$ cat config.mk
export PLATFORM = sky130hd
export DESIGN_NAME = mem_wb_stage_flat
export DESIGN_NICKNAME = d
export VERILOG_FILES = /design/src/rtl/mem_wb_stage_if.sv /design/src/rtl/mem_wb_stage.sv /design/src/flat_wrapper.sv
export SDC_FILE = /design/constraint.sdc
export NUM_CORES = 1
export LEC_CHECK = 0
export CORE_UTILIZATION = 37
export DETAILED_ROUTE_END_ITERATION = 7
export GPL_TIMING_DRIVEN = 0
export HOLD_SLACK_MARGIN = 0.02
export PLACE_DENSITY = 0.8
export RECOVER_POWER = 50
export SKIP_LAST_GASP = 1
export SLEW_MARGIN = 20
export SYNTH_ARGS = -nofsm -noshare
export SYNTH_HDL_FRONTEND = slang
export SYNTH_SLANG_ARGS = --single-unit
$ cat constraint.sdc
create_clock -name clk -period 1.7 [get_ports clk]
set_input_delay 0.34 -clock clk [delete_from_list [all_inputs] [get_ports clk]]
set_output_delay 0.34 -clock clk [all_outputs]
set_load 0.02 [all_outputs]
$ cat src/rtl/mem_wb_stage_if.sv
// MEM/WB stage bus: MEM-stage capture inputs and writeback/forwarding outputs.
// master = MEM-stage side (drives the capture inputs), slave = the WB stage.
interface mem_wb_stage_if #(
   parameter int XLEN  = 32,
   parameter int RADDR = 5
);
   logic             stall;
   logic             flush;
   logic             in_valid;
   logic [RADDR-1:0] in_rd;
   logic             in_reg_write;
   logic [1:0]       in_wb_sel;
   logic [2:0]       in_funct3;
   logic [XLEN-1:0]  in_alu_result;
   logic [XLEN-1:0]  in_mem_rdata;
   logic [XLEN-1:0]  in_pc_plus4;
   logic [XLEN-1:0]  WB_out;
   logic [RADDR-1:0] addD;
   logic             RegWrite;
   logic             wb_valid;
   logic             load_fault;
   logic [31:0]      retire_count;

   modport master (
      output stall, flush, in_valid, in_rd, in_reg_write, in_wb_sel, in_funct3,
             in_alu_result, in_mem_rdata, in_pc_plus4,
      input  WB_out, addD, RegWrite, wb_valid, load_fault, retire_count
   );

   modport slave (
      input  stall, flush, in_valid, in_rd, in_reg_write, in_wb_sel, in_funct3,
             in_alu_result, in_mem_rdata, in_pc_plus4,
      output WB_out, addD, RegWrite, wb_valid, load_fault, retire_count
   );
endinterface

$ cat src/rtl/mem_wb_stage.sv
// MEM/WB pipeline register with RV32I load-data formatting and writeback
// source selection. Optional retired-instruction counter enabled by the
// macro WB_RETIRE_CNT_EN; without it retire_count is tied to zero.
module mem_wb_stage #(
   parameter int XLEN  = 32,
   parameter int RADDR = 5
) (
   input logic           clk,
   input logic           rst,
   mem_wb_stage_if.slave bus
);

   typedef enum logic [1:0] {
      SEL_ALU  = 2'b00,
      SEL_LOAD = 2'b01,
      SEL_PC4  = 2'b10,
      SEL_RSVD = 2'b11
   } wb_sel_e;

   typedef enum logic [2:0] {
      F3_LB  = 3'b000,
      F3_LH  = 3'b001,
      F3_LW  = 3'b010,
      F3_LBU = 3'b100,
      F3_LHU = 3'b101
   } funct3_e;

   logic [1:0]       off;
   logic [XLEN-1:0]  shifted;
   logic [7:0]       byte_v;
   logic [15:0]      half_v;
   logic [XLEN-1:0]  sel_data;
   logic             fault_d;
   logic             rw_d;

   logic             valid_q;
   logic [RADDR-1:0] rd_q;
   logic [XLEN-1:0]  data_q;
   logic             rw_q;
   logic             fault_q;
   logic             done_q;

   // Writeback source selection and load formatting ahead of the register.
   always_comb begin
      off      = bus.in_alu_result[1:0];
      shifted  = bus.in_mem_rdata >> {off, 3'b000};
      byte_v   = shifted[7:0];
      half_v   = shifted[15:0];
      sel_data = '0;
      fault_d  = 1'b0;
      rw_d     = bus.in_reg_write;
      case (bus.in_wb_sel)
         SEL_ALU:  sel_data = bus.in_alu_result;
         SEL_PC4:  sel_data = bus.in_pc_plus4;
         SEL_LOAD: begin
            case (bus.in_funct3)
               F3_LB:  sel_data = {{(XLEN-8){byte_v[7]}}, byte_v};
               F3_LBU: sel_data = {{(XLEN-8){1'b0}}, byte_v};
               F3_LH:  if (off[0]) fault_d = 1'b1;
                       else sel_data = {{(XLEN-16){half_v[15]}}, half_v};
               F3_LHU: if (off[0]) fault_d = 1'b1;
                       else sel_data = {{(XLEN-16){1'b0}}, half_v};
               F3_LW:  if (off != 2'b00) fault_d = 1'b1;
                       else sel_data = bus.in_mem_rdata;
               default: fault_d = 1'b1;
            endcase
         end
         default:  rw_d = 1'b0;
      endcase
   end

   // Pipeline register: flush kills, stall holds and marks the entry done.
   always_ff @(posedge clk or posedge rst) begin
      if (rst) begin
         valid_q <= 1'b0;
         rd_q    <= '0;
         data_q  <= '0;
         rw_q    <= 1'b0;
         fault_q <= 1'b0;
         done_q  <= 1'b0;
      end else if (bus.flush || !bus.stall) begin
         valid_q <= bus.in_valid & ~bus.flush;
         rd_q    <= bus.in_rd;
         data_q  <= sel_data;
         rw_q    <= rw_d;
         fault_q <= fault_d;
         done_q  <= 1'b0;
      end else begin
         done_q  <= done_q | valid_q;
      end
   end

   assign bus.WB_out     = data_q;
   assign bus.addD       = rd_q;
   assign bus.wb_valid   = valid_q;
   assign bus.RegWrite   = valid_q & rw_q & (rd_q != '0) & ~fault_q & ~done_q;
   assign bus.load_fault = valid_q & fault_q & ~done_q;

`ifdef WB_RETIRE_CNT_EN
   logic [31:0] retire_q;

   // Count each live entry once, on its first edge in WB.
   always_ff @(posedge clk or posedge rst) begin
      if (rst)
         retire_q <= '0;
      else if (valid_q && !done_q)
         retire_q <= retire_q + 32'd1;
   end

   assign bus.retire_count = retire_q;
`else
   assign bus.retire_count = '0;
`endif

endmodule

$ cat src/flat_wrapper.sv
// flat-port wrapper written by rule: the top's interface ports become plain ports
module mem_wb_stage_flat 
#(
   parameter int XLEN  = 32,
   parameter int RADDR = 5
)
  (clk, rst, bus_stall, bus_flush, bus_in_valid, bus_in_rd, bus_in_reg_write, bus_in_wb_sel, bus_in_funct3, bus_in_alu_result, bus_in_mem_rdata, bus_in_pc_plus4, bus_WB_out, bus_addD, bus_RegWrite, bus_wb_valid, bus_load_fault, bus_retire_count);
  mem_wb_stage_if #(.XLEN(XLEN), .RADDR(RADDR)) bus_i ();
  input logic clk;
  input logic rst;
  input wire logic [$bits(bus_i.stall)-1:0] bus_stall;
  input wire logic [$bits(bus_i.flush)-1:0] bus_flush;
  input wire logic [$bits(bus_i.in_valid)-1:0] bus_in_valid;
  input wire logic [$bits(bus_i.in_rd)-1:0] bus_in_rd;
  input wire logic [$bits(bus_i.in_reg_write)-1:0] bus_in_reg_write;
  input wire logic [$bits(bus_i.in_wb_sel)-1:0] bus_in_wb_sel;
  input wire logic [$bits(bus_i.in_funct3)-1:0] bus_in_funct3;
  input wire logic [$bits(bus_i.in_alu_result)-1:0] bus_in_alu_result;
  input wire logic [$bits(bus_i.in_mem_rdata)-1:0] bus_in_mem_rdata;
  input wire logic [$bits(bus_i.in_pc_plus4)-1:0] bus_in_pc_plus4;
  output wire logic [$bits(bus_i.WB_out)-1:0] bus_WB_out;
  output wire logic [$bits(bus_i.addD)-1:0] bus_addD;
  output wire logic [$bits(bus_i.RegWrite)-1:0] bus_RegWrite;
  output wire logic [$bits(bus_i.wb_valid)-1:0] bus_wb_valid;
  output wire logic [$bits(bus_i.load_fault)-1:0] bus_load_fault;
  output wire logic [$bits(bus_i.retire_count)-1:0] bus_retire_count;
  assign bus_i.stall = bus_stall;
  assign bus_i.flush = bus_flush;
  assign bus_i.in_valid = bus_in_valid;
  assign bus_i.in_rd = bus_in_rd;
  assign bus_i.in_reg_write = bus_in_reg_write;
  assign bus_i.in_wb_sel = bus_in_wb_sel;
  assign bus_i.in_funct3 = bus_in_funct3;
  assign bus_i.in_alu_result = bus_in_alu_result;
  assign bus_i.in_mem_rdata = bus_in_mem_rdata;
  assign bus_i.in_pc_plus4 = bus_in_pc_plus4;
  assign bus_WB_out = bus_i.WB_out;
  assign bus_addD = bus_i.addD;
  assign bus_RegWrite = bus_i.RegWrite;
  assign bus_wb_valid = bus_i.wb_valid;
  assign bus_load_fault = bus_i.load_fault;
  assign bus_retire_count = bus_i.retire_count;
  mem_wb_stage #(.XLEN(XLEN), .RADDR(RADDR)) u_core (.clk(clk), .rst(rst), .bus(bus_i));
endmodule
; ---- Word level (Yosys, flattened, before mapping)
; Index checks and enable logic that the tools add are counted.
[totals]
regBits = 41
latch_bits = 0
ramBits = 0
romBits = 0
input_bits = 112
out_inout_bits = 72
elab_cells = 44
n_memories = 0
[op_classes]
addsub = 0
n_mul = 0
div = 0
magnitude_cmp = 0
eq_ne = 6
n_shift = 1
n_mux = 11
n_bitwise = 11
reduce_logical = 9
[op_table]
columns = op, n
row1 = $pmux W32 S5, 1
row2 = $pmux W32 S3, 1
row3 = $mux W32, 2
row4 = $shr A32 B5 Y16, 1
row5 = $mux W16, 1
row6 = $and A1 B1 Y1, 7
row7 = $eq A3 B3 Y1 const B, 2
row8 = $mux W1, 5
row9 = $reduce_bool A5 Y1, 1
row10 = $reduce_or A2 Y1, 2
row11 = $eq A3 B1 Y1 const B, 1
row12 = $eq A3 B2 Y1 const B, 1
row13 = $logic_not A3 Y1, 1
row14 = $not A1 Y1, 3
row15 = $pmux W1 S3, 1
row16 = $reduce_or A3 Y1, 1
row17 = $eq A2 B1 Y1 const B, 1
row18 = $eq A2 B2 Y1 const B, 1
row19 = $logic_not A2 Y1, 1
row20 = $reduce_bool A2 Y1, 1
row21 = $logic_not A1 Y1, 1
row22 = $logic_or A1 B1 Y1, 1
row23 = $or A1 B1 Y1, 1

; ---- Longest topological paths before layout
[depth]
ltp_word = 4
depth_mapped = 8
depth_no_buf = 4

; ---- Worst setup path before layout
; Ideal clock, no wire load.
[synth_timing]
path_type = input to register
start = in bus_in_alu_result[0]
end = reg u_core.data_q[26] (netlist: u_core.bus.WB_out[26])
setup_ns = 0.124
t_arrival_ns = 1.819
t_required_ns = 1.576
slack_ns = -0.243
stages = 8
n_path_buf = 4
cell_sequence = clkbuf_1 > mux4_2 > and3b_1 > buf_6 > o21ba_1 > buf_6 > buf_6 > a211o_1
[synth_via]
elab_chain_len = 4
word_cells_on_any_way = 6
cone_classes = shift (1) / mux (4) / reduce/logical (1)
[synth_lines]
columns = element, line
row1 = start: declaration, flat_wrapper.sv:18  ; input wire logic [$bits(bus_i.in_alu_result)-1:0] bus_in_alu_result;
row2 = $shr A32 B5 Y16 / $reduce_bool A2 Y1 (equally long branches), "mem_wb_stage.sv:46, mem_wb_stage.sv:63"
row3 = $mux W32 (on tied branches), "mem_wb_stage.sv:59, mem_wb_stage.sv:63"
row4 = $pmux W32 S5 *, mem_wb_stage.sv:56  ; case (bus.in_funct3)
row5 = $pmux W32 S3 *, mem_wb_stage.sv:52  ; case (bus.in_wb_sel)
row6 = end signal: assignment, mem_wb_stage.sv:84  ; data_q <= sel_data;
row7 = end: declaration, mem_wb_stage.sv:38  ; logic [XLEN-1:0] data_q;
; Mark *: on every way between the ends. The rest lies on a longest branch, timed or not.
; A chain may end at the register's enable or synchronous reset.

; ---- Worst setup path in the final report
[layout_timing]
start = in bus_in_wb_sel[0]
end = reg u_core.data_q[5] (netlist: u_core.bus.WB_out[5])
[layout_via]
elab_chain_len = 2
word_cells_on_any_way = 4
cone_classes = eq/ne (2) / mux (1) / reduce/logical (1)
[layout_lines]
columns = element, line
row1 = start: declaration, flat_wrapper.sv:16  ; input wire logic [$bits(bus_i.in_wb_sel)-1:0] bus_in_wb_sel;
row2 = $eq A2 B1 Y1 (tied with other cells), mem_wb_stage.sv:52
row3 = $pmux W32 S3 *, mem_wb_stage.sv:52
; Marked as above.

==> results_dict.tcl <==
set metrics [dict create \
    ys_warn_count 0 \
    power_density_nw_per_um2 592.5 \
    pwr-share-seq_pct 38.9 \
    maxCapViolCount 0 \
    antenna_cells 0 \
    required_ns 1.92 \
    dieWidth_um 89.98 \
    pwr-share-clk_pct 22.8 \
    r2r-start "u_core.bus.WB_out[24]" \
    clockBufferDepth 2 \
    grt_usage_pct 24.77 \
    yosysMostFrequentCell "dfrtp_1" \
    area_delta_synth_final_pct 69.24 \
    yosys-top-cells-count "dfrtp_1, mux2i_1, nand2_1" \
    cp-start-kind "input pin" \
    slew_headroom_pct 51.46 \
    vias_per_cell 5.037 \
    clk_latency_ns 0.29 \
    end_kind "flip-flop" \
    whs_ns 0.2525 \
    avgSynthCellArea_um2 8.812 \
    switchingPower_mw 0.8928 \
    final_cell_area_um2 4847 \
    multi_input_area_um2 1665 \
    drive_gt1_share_pct 16.02 \
    worst_slew_pin_slew_ns 0.7274 \
    crit_arrival_ns 1.88 \
    cp_max_fo 9 \
    hold_class "in -> reg" \
    max-vdd-ir-drop_mv 0.3845 \
    synth-edff-count 0 \
    yosysSeqAreaShare_pct 35.82 \
    p_comb_share_pct 38.3 \
    yosysTopAreaCell "dfrtp_1" \
    synth_cells 325 \
    postPlaceCellArea_um2 4626 \
    clock_sinks 41 \
    clk_pin_slew_ns 0.08 \
    startpoint "bus_in_wb_sel[0]" \
    h-tree-depth 2 \
    utilization_pct 65.77 \
    layout.area.seq_um2 1026 \
    min_period_ns 1.665 \
    antenna_left 0 \
    intPower_mw 1.979 \
    hold_viol 0 \
    io_buffers 149 \
    fin_nets 630 \
    rows 31 \
    fin_cells 617 \
    first_global_vias 3128 \
    path_class "in -> reg" \
    async_reset_ff_share_pct 100.0 \
    p_sw_share_pct 31.08 \
    route.detailed.drc 0 \
    die-height_um 89.98 \
    dp_hpwl_mm 7.937 \
    core_um2 7370 \
    setup-tns-final_ns 0 \
    dr.first_iter.drc_count 139 \
    rsz0062_at_grt "true" \
    synthFlopType "dfrtp_1" \
    fin_skew_ns 0.0001714 \
    status "finished, final reports clean" \
    synth.top_cell.area_share_pct 35.82 \
    io_pins 184 \
    setup_violations 0 \
    drv_slew 0 \
    ys_top_cells_by_area "dfrtp_1, mux2i_1, buf_4, o21ai_0, nand2_1" \
    gp_congestion 0.8262 \
    cts_root_buffer "clkbuf_8" \
    overflow 0 \
    ys_types 43 \
    tritoncts "built" \
    wirelength_mm 10.13 \
    dp.cells 605 \
    leakage_nw 2.321 \
    cts_buffers 5 \
    start_util_pct 38.86 \
    num_vias 3108 \
    dieArea_um2 8096 \
    grt_pass1_wl_mm 15.93 \
    fmax_mhz 600.6 \
    ys_seq_elements 41 \
    ctsHoldBuffers 0 \
    worstHoldStart "bus_in_mem_rdata[31]" \
    n_fill_cell 642 \
    drtPass1Iterations 4 \
    grt_antenna_before_repair 0 \
    wl_per_cell_um 16.42 \
    timing.final.crit_share_pct 97.95 \
    grt_max_degree 24 \
    syn_area_um2 2864 \
]
-- power groups by stage --
stage | Sequential (mW) | Clock [mW] | Combinational (mW)
after floorplan | 1.24 | 0 | 0.418
after global placement | 1.13 | 0 | 1.05
after detailed placement | 1.14 | 0 | 1.07
after CTS | 1.12 | 0.664 | 1.10
after global routing | 1.13 | 0.707 | 1.17
final | 1.12 | 0.654 | 1.10
-- state kept, by name (all words and copies together), names as in the netlist --
signal / cells
u_core.bus.addD: 5
u_core.fault_q: 1
u_core.bus.wb_valid: 1
u_core.bus.WB_out: 32
u_core.done_q: 1
u_core.rw_q: 1
-- path summary, 6_finish.rpt --
| path | to | slack, ns | depth (start not counted) |
|---|---|---|---|
| setup reg to reg | u_core.bus.WB_out[24] | 0.73 | 3 |
| hold / removal | u_core.bus.WB_out[31] | 0.25 | 2 |
| hold reg to reg | u_core.rw_q | 0.48 | 2 |
| setup / recovery | u_core.bus.WB_out[5] | 0.03 | 6 |
| min in group asynchronous | u_core.bus.WB_out[3] | 0.63 | 2 |
| max in group asynchronous | u_core.bus.WB_out[7] | 0.20 | 3 |
-- critical path: stages --
cell,delay [ns]
clkdlybuf4s50_1,0.51
nor2b_4,0.26
and3_1,0.22
clkbuf_1,0.28
a21oi_1,0.12
a21oi_1,0.15
-- placed cells by master, fill, tap and decap left out, drive strengths merged, types with 6 or more instances in the layout --
master         netlist  layout
clkdlybuf4s50        0     137
buf                 41      54
dfrtp               41      41
mux2i               40      40
nand2               39      39
o21ai               37      37
conb                 1      32
nor2                22      22
clkbuf              15      22
a211o               16      16
a21oi               15      15
and3                 9       9
a221oi               7       7
a2bb2oi              6       6
-- cell families after synthesis --
| kind of cell | after synthesis | synth area share (%) |
|---|---|---|
| AND/OR/NAND/NOR | 92 | 15.20 |
| AO/OA/AOI/OAI | 91 | 20.97 |
| buffers and inverters | 58 | 12.71 |
| multiplexers | 42 | 15.16 |
| flip-flops | 41 | 35.82 |
| other | 1 | 0.1309 |
-- per-layer routing --
layer,track usage (%),part of all wire (%)
met4,5.108,0.93
met2,43.91,50
met5,0,0
met1,30.26,41
met3,6.430,8.4
-- repair_timing --
item | CTS | global route
gates resized for setup | 64 | 7
cloned | 1 | 0
pin swaps | 3 | 2
buffers inserted | 7 | 2
setup endpoints to repair | 41 | 33
-- through the flow --
step	setup slack, ns	power [mW]
after detailed placement	-0.9528	2.209
after global routing	-0.01169	3.007
after floorplan	-0.1777	1.656
after CTS	-0.03173	2.882
after global placement	-0.8741	2.180
final	0.03491	2.872
-- layout make-up --
type / count / area share, %
well taps: 99 / 2.556
flip-flops and latches: 41 / 21.17
repair buffers: 160 / 32.65
multi-input cells: 257 / 34.36
inverters: 2 / 0.1549
clock buffers: 7 / 1.781
plain buffers: 51 / 7.331
(Power assumes the default switching activity.)
